===== config.mk =====
export PLATFORM = sky130hd
export DESIGN_NAME = gpr_file_flat
export DESIGN_NICKNAME = d
export VERILOG_FILES = /design/src/rtl/gpr_file_if.sv /design/src/rtl/gpr_file.sv /design/src/flat_wrapper.sv
export SDC_FILE = /design/constraint.sdc
export NUM_CORES = 2
export LEC_CHECK = 0
export ABC_AREA = 1
export CELL_PAD_IN_SITES_DETAIL_PLACEMENT = 0
export CELL_PAD_IN_SITES_GLOBAL_PLACEMENT = 1
export CORE_MARGIN = 2
export CORE_UTILIZATION = 46
export DETAILED_ROUTE_END_ITERATION = 8
export HOLD_SLACK_MARGIN = 0.1
export MAX_ROUTING_LAYER = met4
export PLACE_DENSITY_LB_ADDON = 0.1
export SLEW_MARGIN = 20
export SYNTH_ARGS = -nofsm -noshare
export SYNTH_HDL_FRONTEND = slang
export SYNTH_SLANG_ARGS = --single-unit

===== constraint.sdc =====
create_clock -name clock_in -period 3.7 [get_ports clock_in]
set_clock_uncertainty 0.2 [all_clocks]
set_input_delay 0.74 -clock clock_in [delete_from_list [all_inputs] [get_ports clock_in]]
set_output_delay 0.74 -clock clock_in [all_outputs]
set_load 0.03 [all_outputs]

===== src/rtl/gpr_file_if.sv =====
// Read/reserve/writeback bus of the gpr_file register file.
// master = pipeline side (decode + writeback), slave = register file.
interface gpr_file_if #(
    parameter int XLEN  = 32,
    parameter int NREGS = 32
);
    localparam int AW = $clog2(NREGS);

    logic [AW-1:0]   rs1_addr_in;
    logic [AW-1:0]   rs2_addr_in;
    logic [XLEN-1:0] rs1_data_out;
    logic [XLEN-1:0] rs2_data_out;
    logic            rs1_busy_out;
    logic            rs2_busy_out;
    logic            rd_we_in;
    logic [AW-1:0]   rd_addr_in;
    logic [XLEN-1:0] rd_data_in;
    logic            rsv_we_in;
    logic [AW-1:0]   rsv_addr_in;
    logic            flush_in;
    logic [AW:0]     busy_cnt_out;

    modport master (
        output rs1_addr_in, rs2_addr_in, rd_we_in, rd_addr_in, rd_data_in,
               rsv_we_in, rsv_addr_in, flush_in,
        input  rs1_data_out, rs2_data_out, rs1_busy_out, rs2_busy_out, busy_cnt_out
    );

    modport slave (
        input  rs1_addr_in, rs2_addr_in, rd_we_in, rd_addr_in, rd_data_in,
               rsv_we_in, rsv_addr_in, flush_in,
        output rs1_data_out, rs2_data_out, rs1_busy_out, rs2_busy_out, busy_cnt_out
    );
endinterface


===== src/rtl/gpr_file.sv =====
// Parametrised GPR file with per-register busy scoreboard and busy counter.
// Optional write-to-read bypass enabled by defining GPR_BYPASS_EN.
module gpr_file #(
    parameter int XLEN  = 32,
    parameter int NREGS = 32
) (
    input logic       clock_in,
    input logic       reset_in,
    gpr_file_if.slave bus
);
    localparam int AW = $clog2(NREGS);

    logic [XLEN-1:0]  regs [NREGS];
    logic [NREGS-1:0] busy;
    logic [NREGS-1:0] busy_nxt;
    logic [AW:0]      busy_cnt;

    logic wr_en;
    logic rsv_en;
    logic cnt_inc;
    logic cnt_dec;

    assign wr_en   = bus.rd_we_in  && (bus.rd_addr_in  != '0);
    assign rsv_en  = bus.rsv_we_in && (bus.rsv_addr_in != '0);
    assign cnt_inc = rsv_en && !busy[bus.rsv_addr_in];
    // A reserve of the register being released wins, so that release does not count.
    assign cnt_dec = wr_en && busy[bus.rd_addr_in]
                     && !(rsv_en && (bus.rsv_addr_in == bus.rd_addr_in));

    always_ff @(posedge clock_in or negedge reset_in) begin
        if (!reset_in) begin
            for (int i = 0; i < NREGS; i++) begin
                regs[i] <= '0;
            end
        end else if (wr_en) begin
            regs[bus.rd_addr_in] <= bus.rd_data_in;
        end
    end

    always_comb begin
        busy_nxt = busy;
        if (bus.flush_in) begin
            busy_nxt = '0;
        end else begin
            if (wr_en) begin
                busy_nxt[bus.rd_addr_in] = 1'b0;
            end
            if (rsv_en) begin
                busy_nxt[bus.rsv_addr_in] = 1'b1;
            end
        end
    end

    always_ff @(posedge clock_in or negedge reset_in) begin
        if (!reset_in) begin
            busy     <= '0;
            busy_cnt <= '0;
        end else begin
            busy <= busy_nxt;
            if (bus.flush_in) begin
                busy_cnt <= '0;
            end else begin
                busy_cnt <= busy_cnt + {{AW{1'b0}}, cnt_inc} - {{AW{1'b0}}, cnt_dec};
            end
        end
    end

    assign bus.busy_cnt_out = busy_cnt;

    always_comb begin
        bus.rs1_data_out = regs[bus.rs1_addr_in];
        bus.rs2_data_out = regs[bus.rs2_addr_in];
        bus.rs1_busy_out = busy[bus.rs1_addr_in];
        bus.rs2_busy_out = busy[bus.rs2_addr_in];
`ifdef GPR_BYPASS_EN
        // Forward writeback data; the register is only busy again if re-reserved now.
        if (wr_en && (bus.rd_addr_in == bus.rs1_addr_in)) begin
            bus.rs1_data_out = bus.rd_data_in;
            bus.rs1_busy_out = rsv_en && (bus.rsv_addr_in == bus.rs1_addr_in);
        end
        if (wr_en && (bus.rd_addr_in == bus.rs2_addr_in)) begin
            bus.rs2_data_out = bus.rd_data_in;
            bus.rs2_busy_out = rsv_en && (bus.rsv_addr_in == bus.rs2_addr_in);
        end
`endif
    end
endmodule


===== src/flat_wrapper.sv =====
// flat-port wrapper written by rule: the top's interface ports become plain ports
module gpr_file_flat 
#(
    parameter int XLEN  = 32,
    parameter int NREGS = 32
)
  (clock_in, reset_in, bus_rs1_addr_in, bus_rs2_addr_in, bus_rd_we_in, bus_rd_addr_in, bus_rd_data_in, bus_rsv_we_in, bus_rsv_addr_in, bus_flush_in, bus_rs1_data_out, bus_rs2_data_out, bus_rs1_busy_out, bus_rs2_busy_out, bus_busy_cnt_out);
  gpr_file_if #(.XLEN(XLEN), .NREGS(NREGS)) bus_i ();
  input logic clock_in;
  input logic reset_in;
  input wire logic [$bits(bus_i.rs1_addr_in)-1:0] bus_rs1_addr_in;
  input wire logic [$bits(bus_i.rs2_addr_in)-1:0] bus_rs2_addr_in;
  input wire logic [$bits(bus_i.rd_we_in)-1:0] bus_rd_we_in;
  input wire logic [$bits(bus_i.rd_addr_in)-1:0] bus_rd_addr_in;
  input wire logic [$bits(bus_i.rd_data_in)-1:0] bus_rd_data_in;
  input wire logic [$bits(bus_i.rsv_we_in)-1:0] bus_rsv_we_in;
  input wire logic [$bits(bus_i.rsv_addr_in)-1:0] bus_rsv_addr_in;
  input wire logic [$bits(bus_i.flush_in)-1:0] bus_flush_in;
  output wire logic [$bits(bus_i.rs1_data_out)-1:0] bus_rs1_data_out;
  output wire logic [$bits(bus_i.rs2_data_out)-1:0] bus_rs2_data_out;
  output wire logic [$bits(bus_i.rs1_busy_out)-1:0] bus_rs1_busy_out;
  output wire logic [$bits(bus_i.rs2_busy_out)-1:0] bus_rs2_busy_out;
  output wire logic [$bits(bus_i.busy_cnt_out)-1:0] bus_busy_cnt_out;
  assign bus_i.rs1_addr_in = bus_rs1_addr_in;
  assign bus_i.rs2_addr_in = bus_rs2_addr_in;
  assign bus_i.rd_we_in = bus_rd_we_in;
  assign bus_i.rd_addr_in = bus_rd_addr_in;
  assign bus_i.rd_data_in = bus_rd_data_in;
  assign bus_i.rsv_we_in = bus_rsv_we_in;
  assign bus_i.rsv_addr_in = bus_rsv_addr_in;
  assign bus_i.flush_in = bus_flush_in;
  assign bus_rs1_data_out = bus_i.rs1_data_out;
  assign bus_rs2_data_out = bus_i.rs2_data_out;
  assign bus_rs1_busy_out = bus_i.rs1_busy_out;
  assign bus_rs2_busy_out = bus_i.rs2_busy_out;
  assign bus_busy_cnt_out = bus_i.busy_cnt_out;
  gpr_file #(.XLEN(XLEN), .NREGS(NREGS)) u_core (.clock_in(clock_in), .reset_in(reset_in), .bus(bus_i));
endmodule

* After elaboration in Yosys (flattened, before gate mapping)
Cells that the tools add are included.
** Storage, ports and cells
- Register bits after elaboration :: 1062
- Input bits :: 57
- Output and inout bits :: 72
- Word-level logic and storage cells :: 92
** Cells by class
- Add/sub/neg operators :: 2
- $lt $le $gt $ge :: 10
- Eq/ne operators :: 1
- Muxes and demuxes :: 26
- Bitwise operators :: 6
- Reduce and logical (&&, ||, !) cells :: 13
** Operator list (count)
- 1024-bit bitwise mux :: 1
- 32-bit binary-select mux with 5-bit select :: 2
- 32-bit 2-to-1 mux :: 9
- 32-bit demux with 5-bit select :: 1
- 32-bit bitwise AND :: 1
- 32-bit NOT :: 1
- 32-bit OR :: 1
- 5-bit by 6-bit < comparator with 1-bit output (second input constant) :: 4
- 1-bit binary-select mux with 5-bit select :: 4
- 6-bit greater-or-equal comparator (second input constant) :: 3
- 5-bit NOT with 6-bit output :: 3
- 1-bit demux with 5-bit select :: 2
- 5-bit by 1-bit greater-or-equal comparator with 1-bit output (second input constant) :: 2
- 5-bit nonzero test :: 2
- 1-bit logical AND :: 9
- 6-bit by 1-bit adder with 6-bit output :: 1
- 6-bit by 1-bit < comparator with 1-bit output (second input constant) :: 1
- 1-bit 2-to-1 mux :: 6
- 6-bit 2-to-1 mux :: 1
- 6-bit by 1-bit subtractor with 6-bit output :: 1
- 5-bit equality test :: 1
- 1-bit logical NOT :: 2

* Logic depth before layout (Yosys ltp)
- Word-level depth :: 11
- Gate-level depth with buffers :: 20
- Mapped depth without buffers :: 18

* Worst setup path after synthesis
OpenSTA, ideal clock, no wires.
- Path type :: input port to flip-flop
- From :: input bus_rd_addr_in[0]
- To :: register u_core.busy_cnt[4] (netlist: u_core.bus.busy_cnt_out[4])
- Setup time :: 0.132 ns
- Arrival time :: 2.950 ns
- Required time :: 3.368 ns
- Path slack :: 0.418 ns
- Stages on the path :: 20
- Path buffers :: 2
- Cells stage by stage :: buf_2 > inv_1 > clkbuf_1 > nand2_1 > nand2_1 > nand2_1 > nand2_1 > nand2_1 > nand2_1 > nor2_1 > a21oi_1 > ha_1 > inv_1 > ha_1 > fa_1 > nand2_1 > nand2_1 > a21oi_1 > xor2_1 > nor2_1
** On the way
- Cells in the longest elaborated chain, start to end :: 6
** Ends and longest elaborated chain
- start: declaration :: line flat_wrapper.sv:14 : input wire logic [$bits(bus_i.rd_addr_in)-1:0] bus_rd_addr_in;
- 1-bit binary-select mux with 5-bit select, or another cell as far along :: line gpr_file.sv:27 : assign cnt_dec = wr_en && busy[bus.rd_addr_in]
- 1-bit 2-to-1 mux (implied by the code), or another cell as far along :: line gpr_file.sv:27
- 1-bit logical AND / 1-bit logical NOT (equally long branches) :: line gpr_file.sv:27, gpr_file.sv:28
- 1-bit logical AND * :: line gpr_file.sv:28 : && !(rsv_en && (bus.rsv_addr_in == bus.rd_addr_in));
- 6-bit by 1-bit subtractor with 6-bit output * :: line gpr_file.sv:63 : busy_cnt <= busy_cnt + {{AW{1'b0}}, cnt_inc} - {{AW{1'b0}}, cnt_dec};
- 6-bit 2-to-1 mux * :: line gpr_file.sv:60 : if (bus.flush_in) begin
- end signal: assignment :: line gpr_file.sv:63
- end: declaration :: line gpr_file.sv:16 : logic [AW:0] busy_cnt;
Mark *: on every way between the ends. The rest lies on a longest branch, timed or not. The select of a mux whose other input is x is not followed.
A chain may end at the register's enable or synchronous reset.

* Worst setup path in the final report
- From :: input bus_rs1_addr_in[0]
- To :: output bus_rs1_data_out[8]
** On the way
- Cells in the longest elaborated chain, start to end :: 4
** Ends and longest elaborated chain
- start: declaration :: line flat_wrapper.sv:11 : input wire logic [$bits(bus_i.rs1_addr_in)-1:0] bus_rs1_addr_in;
- 5-bit NOT with 6-bit output (implied by the code) :: line gpr_file.sv:71 : bus.rs1_data_out = regs[bus.rs1_addr_in];
- 32-bit binary-select mux with 5-bit select :: line gpr_file.sv:71
- 32-bit 2-to-1 mux (implied by the code) (2 in a row) :: line gpr_file.sv:71
- end: declaration :: line flat_wrapper.sv:19 : output wire logic [$bits(bus_i.rs1_data_out)-1:0] bus_rs1_data_out;
No other way between the ends. The select of a mux whose other input is x is not followed.

==> results.md <==
* Status: finished, final reports clean
* Placed Instance Area at 65100 sq um
* Met1 Track Usage GR at 0.518
* Core area at 129000 sq um
* Syn Inst Count at 8840
* Top cells by count, synth: nand2_1 (3832), nand3_1 (1549), dfrtp_1 (1062)
* Post-Synth Simple-Gate Area at 0.393
* Synthesized-area fraction occupied by xor and xnor cells at 0.000880
* Hold WC Path Type: reg2reg
* Share of the synthesized area in the top cell type at 0.445
* Final #Nets at 8709
* Worst setup EP type: primary output
* WL/cell at 23.3 um
* Critical path arrival at 2600 ps
* Post-Synthesis Cell Area at 59700 sq um
* Final core occ at 0.537
* Initial antenna violation count at 3
* DRT Pass-1 Iters at 7
* Starting density of the core at 0.462
* Routed Antenna Nets at 0
* Dpl cells at 10253
* Clock buffer depth at 3
* Final hold viol count at 0
* Final setup TNS at 0 ps
* Pwr/cell area at 527 nW/um^2
* Synth cell types at 31
* Leak at 0.0331 uW
* Worst VDD drop at 0.000519 V
* # rows at 132
* Max-slew violations at 0
* Slew margin rel. at 0.323
* Post-CTS sizing at 0
* RSZ-0062 raised after global routing: false
* Die Y at 364 um
* FFs w/ async S/R, synth at 1.00
* Final Cell Area at 69400 sq um
* Largest net degree at the start of global routing at 109
* Setup crit start kind: input pin
* # hold bufs at CTS at 1
* Layout fillers at 12735
* Horiz. Die Dim at 364 um
* Clk sink count at 1062
* Later-pin clock latency in the skew report at 770 ps
* H-tree depth at 4
* Largest family of logic cells by synthesized area: simple AND/OR/NAND/NOR gates
* Sequential cell area fraction in the yosys report at 0.445
* Hold path cells at 0
* Synth Area in Adders at 0.00159
* #FFs+latches synth at 1062
* Root Buffer: clkbuf_16
* Mux contribution to synthesized area at 0
* GR peak layer: met2
* Max-cap violations at 0
* CTS tree: done
* Die area at 133000 sq um
* Synth warn at 0
* Area growth syn-to-layout at 16.2%
* GR Util met3 at 0.0647
* Measured slew at the worst slew-check pin at 1010 ps
* Worst Path Required at 2760 ps
* GRT Util Overall at 0.377
* Crit-path max FO at 38
* Grt met2 use at 0.554
* Syn Area/Cell at 6.76 sq um
* Initial drt markers at 7898
* Compound-Gate Fraction of Synth Area at 0.0955
* Layout Cells excl Fill at 10484
* Fin crit period at 3540 ps
* Syn Nets at 8904
* Kind of critical path: in2out
* CTS buffer count at 131
* Routed vias at 60766
* DR vias/cell at 5.80
* First-pass GRT wire length at 368 mm
* Setup Viol. Count Final at 0
* Synth area leader: dfrtp_1
* Period utilization at 0.955
* RePlAce Congestion at 0.897
* Worst Reg2Reg Path Length in Cells at 18
* Most frequent cell after synthesis: nand2_1
* Layout cells sized above 1 at 0.0770
* Total Wirelength at 244 mm
* Post CTS Setup Buffer Count at 0
* DP Wirelength at 143 mm
* I/O pin count at 129
* Largest cells by area after synthesis: dfrtp_1 (45%), nand2_1 (24%), nand3_1 (13%), o21ai_0 (6.3%), clkbuf_1 (3.0%)
* Remaining DRCs at 0
* Vias in the first global route at 56663
* Clock Pin Slew Worst Setup and Hold Paths at 60 ps
* EDFF count, synth at 0
* GRT overflow at 0
* Main flop type after synthesis: dfrtp_1
* Buffers on Ports at 128
* Fmax at 0.283 GHz
critical path: stages:
cell     delay (ps)
buf_8           160
inv_8           280
buf_12          280
buf_12          200
nand2_1          60
nand3_1          70
nand3_1          90
nand2_1          90
nand2_1          50
nand2_1          60
nand2_1          50
nand2_1         220
buf_12          160
final timing paths:
check | to | slack, ps | from
setup / recovery | bus_rs1_data_out[8] | 160 | bus_rs1_addr_in[0]
hold / removal | u_core.regs[1008] | 200 | u_core.regs[1008]
setup reg to reg | u_core.bus.busy_cnt_out[4] | 610 | u_core.busy[27]
hold reg to reg | u_core.regs[1008] | 200 | u_core.regs[1008]
max in group asynchronous | u_core.regs[595] | 1830 | reset_in
min in group asynchronous | u_core.bus.busy_cnt_out[4] | 340 | reset_in
report_power, final:
part	internal, uW	switching, uW	total (uW)
clock network	7880	5240	13100
logic	3120	4750	7860
registers	13800	1740	15600
total	24800	11700	36600
metrics by stage:
step	hold WS, ps	setup WS (ps)	power [uW]
2_1_floorplan	244	418	20400
3_5_place_dp	188	-351	23500
6_report	200	165	36600
3_3_place_gp	186	-410	23300
4_1_cts	201	178	36600
5_1_grt	212	95.9	38500
layout make-up:
class | instances | area [sq um] | area share
Inverter | 121 | 507 | 0.00730
Timing Repair Buffer | 478 | 6350 | 0.0915
Clock inverter | 30 | 393 | 0.00566
Sequential cell | 1062 | 26600 | 0.383
Antenna cell | 1 | 2.50 | 0.0000361
Multi-Input combinational cell | 6851 | 29500 | 0.425
Clock buffer | 199 | 3910 | 0.0563
Tap cell | 1742 | 2180 | 0.0314
per-layer routing:
metal | up-vias | wire length (um)
met2 | 2968 | 107000
li1 | 28221 | -
met1 | 29033 | 105000
met3 | 544 | 22200
met4 | 0 | 9710
met5 | - | 0
state kept, by name (all words and copies together), names as in the netlist:
| register | count |
|---|---|
| u_core.regs | 1024 |
| u_core.busy | 32 |
| u_core.bus.busy_cnt_out | 6 |
layout by cell type, fill, tap and decap left out, drive strengths merged, types with 6 or more instances in the layout:
| cell type | n |
|---|---|
| inv | 122 |
| nor2 | 295 |
| dfrtp | 1062 |
| clkbuf | 201 |
| a21oi | 337 |
| nand3 | 1551 |
| nand2 | 3835 |
| o21ai | 796 |
| buf | 424 |
| bufinv | 9 |
| nor3 | 13 |
| clkinv | 19 |
| ha | 6 |
| xor2 | 6 |
| clkdlybuf4s50 | 51 |
kinds of logic (layout without fill, tap and decap cells):
logic type | after synthesis | in the layout
DFF | 1062 | 1062
other | 0 | 1
AOI/OAI and AO/OA | 1137 | 1137
and+or+nand+nor | 5701 | 5701
adders and majority gates | 7 | 7
buffers and inverters | 927 | 828
xor gates and xnor gates | 6 | 6
Note: power is estimated with default switching activity, not from simulation.
